==> src/rtl/lsu_if.sv <==
// Request/response channel between the execute stage and the load/store unit.
// The core drives requests on master; the LSU answers on slave.
interface lsu_if;
  logic        req_valid;
  logic        req_ready;
  logic        req_we;
  logic [2:0]  req_funct3;
  logic [31:0] req_addr;
  logic [31:0] req_wdata;
  logic        resp_valid;
  logic [31:0] resp_rdata;
  logic        resp_err;

  modport master (
    output req_valid, req_we, req_funct3,
    output req_addr, req_wdata,
    input  req_ready,
    input  resp_valid, resp_rdata, resp_err
  );

  modport slave (
    input  req_valid, req_we, req_funct3,
    input  req_addr, req_wdata,
    output req_ready,
    output resp_valid, resp_rdata, resp_err
  );
endinterface

==> src/rtl/lsu.sv <==
// Load/store unit: one request at a time, alignment/range checks,
// RAM access sequencing and load data extension.
module lsu #(
  parameter int N = 8
) (
  input  logic        clk,
  input  logic        rst_n,
  lsu_if.slave        bus,
  output logic        ram_we,
  output logic [1:0]  ram_mem_ctrl,
  output logic [31:0] ram_address,
  output logic [31:0] ram_wdata,
  input  logic [31:0] ram_rdata
);

  localparam logic [1:0] STORE_B  = 2'b00;
  localparam logic [1:0] STORE_HW = 2'b01;
  localparam logic [1:0] STORE_W  = 2'b10;

  typedef enum logic [2:0] {
    S_IDLE,
    S_WRITE,
    S_READ,
    S_RDATA,
    S_DONE
  } state_t;

  state_t      r_state;
  state_t      w_next;

  logic        r_resp_valid;
  logic        r_resp_err;
  logic [31:0] r_resp_rdata;
  logic        r_ram_we;
  logic [1:0]  r_ram_mem_ctrl;
  logic [31:0] r_ram_address;
  logic [31:0] r_ram_wdata;
  logic [2:0]  r_funct3;

  logic        w_accept;
  logic [1:0]  w_off;
  logic [29:0] w_word;
  logic        w_oor;
  logic        w_bad_f3;
  logic        w_mis;
  logic        w_err;
  logic [1:0]  w_ctrl;
  logic [31:0] w_sh;
  logic [31:0] w_ext;

  assign w_accept = bus.req_valid
                  & (r_state == S_IDLE);
  assign w_off    = bus.req_addr[1:0];
  assign w_word   = bus.req_addr[31:2];
  assign w_oor    = (w_word >> N) != 30'd0;
  assign w_err    = w_bad_f3 | w_mis | w_oor;

  always_comb begin
    w_bad_f3 = 1'b0;
    w_mis    = 1'b0;
    w_ctrl   = STORE_W;
    unique case (bus.req_funct3)
      3'b000: w_ctrl = STORE_B;
      3'b001: begin
        w_ctrl = STORE_HW;
        w_mis  = (w_off == 2'd3);
      end
      3'b010: begin
        w_ctrl = STORE_W;
        w_mis  = (w_off != 2'd0);
      end
      3'b100: begin
        w_ctrl   = STORE_B;
        w_bad_f3 = bus.req_we;
      end
      3'b101: begin
        w_ctrl   = STORE_HW;
        w_mis    = (w_off == 2'd3);
        w_bad_f3 = bus.req_we;
      end
      default: w_bad_f3 = 1'b1;
    endcase
  end

  // Lane select uses the held address offset
  assign w_sh = ram_rdata
              >> {r_ram_address[1:0], 3'b000};

  always_comb begin
    w_ext = ram_rdata;
    case (r_funct3)
      3'b000: w_ext = {{24{w_sh[7]}}, w_sh[7:0]};
      3'b001: w_ext = {{16{w_sh[15]}}, w_sh[15:0]};
      3'b100: w_ext = {24'd0, w_sh[7:0]};
      3'b101: w_ext = {16'd0, w_sh[15:0]};
      default: w_ext = ram_rdata;
    endcase
  end

  always_ff @(posedge clk or negedge rst_n) begin
    if (!rst_n) r_state <= S_IDLE;
    else        r_state <= w_next;
  end

  always_comb begin
    w_next = r_state;
    unique case (r_state)
      S_IDLE: begin
        if (w_accept) begin
          if (w_err)           w_next = S_DONE;
          else if (bus.req_we) w_next = S_WRITE;
          else                 w_next = S_READ;
        end
      end
      S_WRITE: w_next = S_DONE;
      S_READ:  w_next = S_RDATA;
      S_RDATA: w_next = S_DONE;
      S_DONE:  w_next = S_IDLE;
      default: w_next = S_IDLE;
    endcase
  end

  always_ff @(posedge clk or negedge rst_n) begin
    if (!rst_n) begin
      r_resp_valid   <= 1'b0;
      r_resp_err     <= 1'b0;
      r_resp_rdata   <= 32'd0;
      r_ram_we       <= 1'b0;
      r_ram_mem_ctrl <= 2'd0;
      r_ram_address  <= 32'd0;
      r_ram_wdata    <= 32'd0;
      r_funct3       <= 3'd0;
    end else begin
      unique case (r_state)
        S_IDLE: begin
          r_resp_valid <= 1'b0;
          r_resp_err   <= 1'b0;
          r_resp_rdata <= 32'd0;
          if (w_accept) begin
            if (w_err) begin
              r_resp_valid <= 1'b1;
              r_resp_err   <= 1'b1;
            end else begin
              r_ram_address  <= bus.req_addr;
              r_ram_mem_ctrl <= w_ctrl;
              r_funct3       <= bus.req_funct3;
              if (bus.req_we) begin
                r_ram_we    <= 1'b1;
                r_ram_wdata <= bus.req_wdata;
              end
            end
          end
        end
        S_WRITE: begin
          r_ram_we     <= 1'b0;
          r_resp_valid <= 1'b1;
        end
        S_READ: begin
          r_ram_we <= 1'b0;
        end
        S_RDATA: begin
          r_resp_rdata <= w_ext;
          r_resp_valid <= 1'b1;
        end
        S_DONE: begin
          r_resp_valid <= 1'b0;
          r_resp_err   <= 1'b0;
          r_resp_rdata <= 32'd0;
        end
        default: r_ram_we <= 1'b0;
      endcase
    end
  end

  assign bus.req_ready  = (r_state == S_IDLE);
  assign bus.resp_valid = r_resp_valid;
  assign bus.resp_err   = r_resp_err;
  assign bus.resp_rdata = r_resp_rdata;
  assign ram_we         = r_ram_we;
  assign ram_mem_ctrl   = r_ram_mem_ctrl;
  assign ram_address    = r_ram_address;
  assign ram_wdata      = r_ram_wdata;

endmodule

==> src/flat_wrapper.sv <==
// flat-port wrapper written by rule: the top's interface ports become plain ports
module lsu_flat 
#(
  parameter int N = 8
)
  (clk, rst_n, ram_we, ram_mem_ctrl, ram_address, ram_wdata, ram_rdata, bus_req_valid, bus_req_we, bus_req_funct3, bus_req_addr, bus_req_wdata, bus_req_ready, bus_resp_valid, bus_resp_rdata, bus_resp_err);
  lsu_if bus_i ();
  input  logic clk;
  input  logic rst_n;
  output logic ram_we;
  output logic [1:0] ram_mem_ctrl;
  output logic [31:0] ram_address;
  output logic [31:0] ram_wdata;
  input  logic [31:0] ram_rdata;
  input wire logic [$bits(bus_i.req_valid)-1:0] bus_req_valid;
  input wire logic [$bits(bus_i.req_we)-1:0] bus_req_we;
  input wire logic [$bits(bus_i.req_funct3)-1:0] bus_req_funct3;
  input wire logic [$bits(bus_i.req_addr)-1:0] bus_req_addr;
  input wire logic [$bits(bus_i.req_wdata)-1:0] bus_req_wdata;
  output wire logic [$bits(bus_i.req_ready)-1:0] bus_req_ready;
  output wire logic [$bits(bus_i.resp_valid)-1:0] bus_resp_valid;
  output wire logic [$bits(bus_i.resp_rdata)-1:0] bus_resp_rdata;
  output wire logic [$bits(bus_i.resp_err)-1:0] bus_resp_err;
  assign bus_i.req_valid = bus_req_valid;
  assign bus_i.req_we = bus_req_we;
  assign bus_i.req_funct3 = bus_req_funct3;
  assign bus_i.req_addr = bus_req_addr;
  assign bus_i.req_wdata = bus_req_wdata;
  assign bus_req_ready = bus_i.req_ready;
  assign bus_resp_valid = bus_i.resp_valid;
  assign bus_resp_rdata = bus_i.resp_rdata;
  assign bus_resp_err = bus_i.resp_err;
  lsu #(.N(N)) u_core (.clk(clk), .rst_n(rst_n), .bus(bus_i), .ram_we(ram_we), .ram_mem_ctrl(ram_mem_ctrl), .ram_address(ram_address), .ram_wdata(ram_wdata), .ram_rdata(ram_rdata));
endmodule
==> config.mk <==
export PLATFORM = sky130hd
export DESIGN_NAME = lsu_flat
export DESIGN_NICKNAME = d
export VERILOG_FILES = /design/src/rtl/lsu_if.sv /design/src/rtl/lsu.sv /design/src/flat_wrapper.sv
export SDC_FILE = /design/constraint.sdc
export NUM_CORES = 1
export LEC_CHECK = 0
export BUFFER_PORTS_ARGS = -buffer_cell sky130_fd_sc_hd__buf_2
export CORE_UTILIZATION = 43
export DETAILED_ROUTE_END_ITERATION = 16
export PLACE_DENSITY = 0.86
export REMOVE_ABC_BUFFERS = 1
export SYNTH_ARGS = -nofsm -noshare
export SYNTH_HDL_FRONTEND = slang
export SYNTH_SLANG_ARGS = --single-unit
==> constraint.sdc <==
create_clock -name clk -period 2.1 [get_ports clk]
set_clock_uncertainty 0.05 [all_clocks]
set_input_delay 0.42 -clock clk [delete_from_list [all_inputs] [get_ports clk]]
set_output_delay 0.42 -clock clk [all_outputs]
set_load 0.01 [all_outputs]
==> summary.md <==
| Metric | Value |
|---|---|
| Ys Warns | 0 |
| Worst path cell trace | buf_2, nor4_1, nand4_1, or4_4, or2_4, buf_12, mux2_4 |
| Setup Slack @ Placement | -433 ps |
| Final Critical Period | 2100 ps |
| Rel. slew slack | about 70% |
| Status | complete, no violations |
| IO Pins | 205 |
| Clock Path Buffers | 2 |
| Max-Cap Viols | 0 |
| Arr. time, crit path | 2310 ps |
| Final WL | 12.0 mm |
| VDD IR max | ~0.00047 V |
| Slowest-stage cell, CP | or4_4 |
| Routed len/inst | 16.5 um |
| Period utilization | 99.9% |
| Critical Path Source Type | primary input |
| Setup violators final | 0 |
| Post-route ant nets | 0 |
| Gpl congestion | 0.875 |
| Detailed Place HPWL | between 8 and 9 mm |
| Number of global-route vias before repair | 3902 |
| Ant. Diodes | 0 |
| Worst setup margin | 2.90 ps |
| Slew @ Worst Pin | 469 ps |
| Seq/Total Area, Yosys | 58.6% |
| Final Instance Count excl. Fillers | 726 |
| Initial antenna violation count | 1 |
| Die Footprint | 11000 um2 |
| Fin. Hold Viols | 0 |
| Cells after Synth | 364 |
| Initial Util | between 40% and 50% |
| Leak pwr | approximately 3.5 nW |
| Commonest cells post-synth | 107 x dfrtp_1, 36 x nand2_1, 30 x mux2_4, 29 x o21ai_0, 23 x and2_1 |
| Crit end category | flop |
| CP Data Required Time | 2310 ps |
| Ys async rst share | 100% |
| Gr usage total | 22.3% |
| CP Max Fanout | 8 |
| Mean Syn Cell Area | 12.6 um2 |
| CORE AREA | 10300 um2 |
| Via Count | 3782 |
| Share of cells above drive strength 1 | 51.7% |
| Area Overhead vs Synth | 35.2% |
| Synth area leader | dfrtp_1 |
| Tot Pwr | 3.58 mW |
| Largest net degree at the start of global routing | 55 |
| DRT Pass-1 Iters | 4 |
| Clock transition at path regs | 100 ps |
| CTS H-tree lvls | 3 |
| Power density cells | slightly below 600 nW/um2 |
| Number of CTS-inserted buffers | 9 |
| Sum Neg Setup Slack | 0 ps |
| Number of distinct library cells after synthesis | 36 |
| Fmax | 477 MHz |
| Worst hold margin | 215 ps |
| # rows | 37 |
| Placed cells | approximately 700 |
| EDFF count, synth | 0 |
| Synth Cell Area | about 4600 um2 |
| Root Buffer | clkbuf_8 |
| Initial detailed-routing violation count | 234 |
| Die Width | roughly 110 um |
| DRC Markers | 0 |
| Delay of the slowest critical-path stage | around 560 ps |
| Final net count | approximately 690 |
| Kind of critical path | in2reg |
| Most common cell in the netlist | dfrtp_1 |
| First-pass GRT wire length | 19.3 mm |
| Final Slew Violations | 0 |
| Placed instance area | 5860 um2 |
| Die height | 105 um |
| Synth Register Bits | 107 |
| RSZ-0062 raised after global routing | true |
| Drt via density | 5.21 |
| Number of I/O port buffers | 204 |
| Clock Latency Late Sink | 370 ps |
| Synth Flop Type | dfrtp_1 |
| Clk sinks | 107 |
| Post-route cell area | 6180 um2 |
| CTS tree | yes |
| Synth top area share | 58.6% |
| Grt ovf | 0 |
| HP Class | in2reg |
| Final Core Density | ~60% |
| Area contributors post-synth | dfrtp_1 59%, mux2_4 9.9%, mux2_2 3.9% |
[layout make-up]
type,instances,area [um2]
multi-input combinational,229,1780
inverter,4,15.0
tap,136,170
clock inverter,7,76.3
timing repair buffer,234,1340
clock buffer,9,124
fill,855,4140
sequential,107,2680
[critical path, delay by kind of cell]
family / cells / cell delay [ps]
mux: 1 / 290
simple gates: 4 / 1320
buf+inv: 2 / 270
[sequential cells by signal, summed over array words and instances (netlist names)]
name                   count
u_core.ram_mem_ctrl        2
u_core.ram_wdata          32
u_core.ram_address        32
u_core.ram_we              1
u_core.bus.resp_valid      1
u_core.bus.resp_err        1
u_core.r_funct3            3
u_core.r_state             3
u_core.bus.resp_rdata     32
[logic make-up (layout without fill, tap and decap cells)]
family	count (synthesis)	in the layout	synth area share, %
multiplexers	57	57	16.5
AO/OA/AOI/OAI	75	75	10.9
AND/OR/NAND/NOR	97	97	11.0
buffers and inverters	28	254	2.98
flip-flops	107	107	58.6
[final timing paths]
kind | cells past startpoint | from | slack, ps | to
max | 7 | bus_req_addr[11] | 3 | u_core.ram_wdata[23]
min in group asynchronous | 2 | rst_n | 430 | u_core.bus.resp_rdata[23]
max reg2reg | 6 | u_core.r_state[2] | 3 | u_core.ram_wdata[23]
max in group asynchronous | 3 | rst_n | 860 | u_core.ram_wdata[2]
min | 2 | bus_req_wdata[9] | 220 | u_core.ram_wdata[9]
min reg2reg | 2 | u_core.bus.resp_rdata[5] | 430 | u_core.bus.resp_rdata[5]
[layout by cell type, fill, tap and decap left out, types with 2 or more instances in the layout]
| master | count |
|---|---|
| a21oi_1 | 15 |
| a221o_1 | 16 |
| a22o_1 | 2 |
| and2_1 | 23 |
| and3_1 | 2 |
| buf_12 | 2 |
| buf_16 | 3 |
| buf_2 | 203 |
| buf_4 | 25 |
| clkbuf_8 | 9 |
| clkinv_2 | 2 |
| dfrtp_1 | 107 |
| inv_1 | 4 |
| mux2_2 | 16 |
| mux2_4 | 30 |
| mux2i_1 | 10 |
| nand2_1 | 36 |
| nand2b_1 | 2 |
| nand4_1 | 3 |
| nor2_1 | 13 |
| nor2b_1 | 4 |
| nor4_1 | 3 |
| nor4_2 | 2 |
| o21a_1 | 2 |
| o21ai_0 | 29 |
| o221ai_1 | 6 |
| o22ai_1 | 2 |
[report_power, final]
| part | switching, mW | internal (mW) | total (mW) |
|---|---|---|---|
| registers | 0.00350 | 2.06 | 2.07 |
| logic | 0.118 | 0.110 | 0.228 |
| clock network | 0.723 | 0.562 | 1.28 |
| total | 0.845 | 2.73 | 3.58 |
[timing repair]
item | CTS | global route
setup buffers | 1 | 0
gates cloned | 3 | 0
setup endpoints to repair | 32 | 32
hold buffers | 1 | 0
hold endpoints to repair | 23 | 0
resized for setup | 5 | 1
pin swaps | 4 | 3
[routing by layer]
layer	global-route usage [%]	wire [um]	up-vias
met1	26.8	4730	1826
met2	37.8	6070	195
met5	0	11	-
li1	-	-	1730
met3	7.24	947	29
met4	6.94	214	2
No activity file was read; power rests on OpenSTA's default activity.
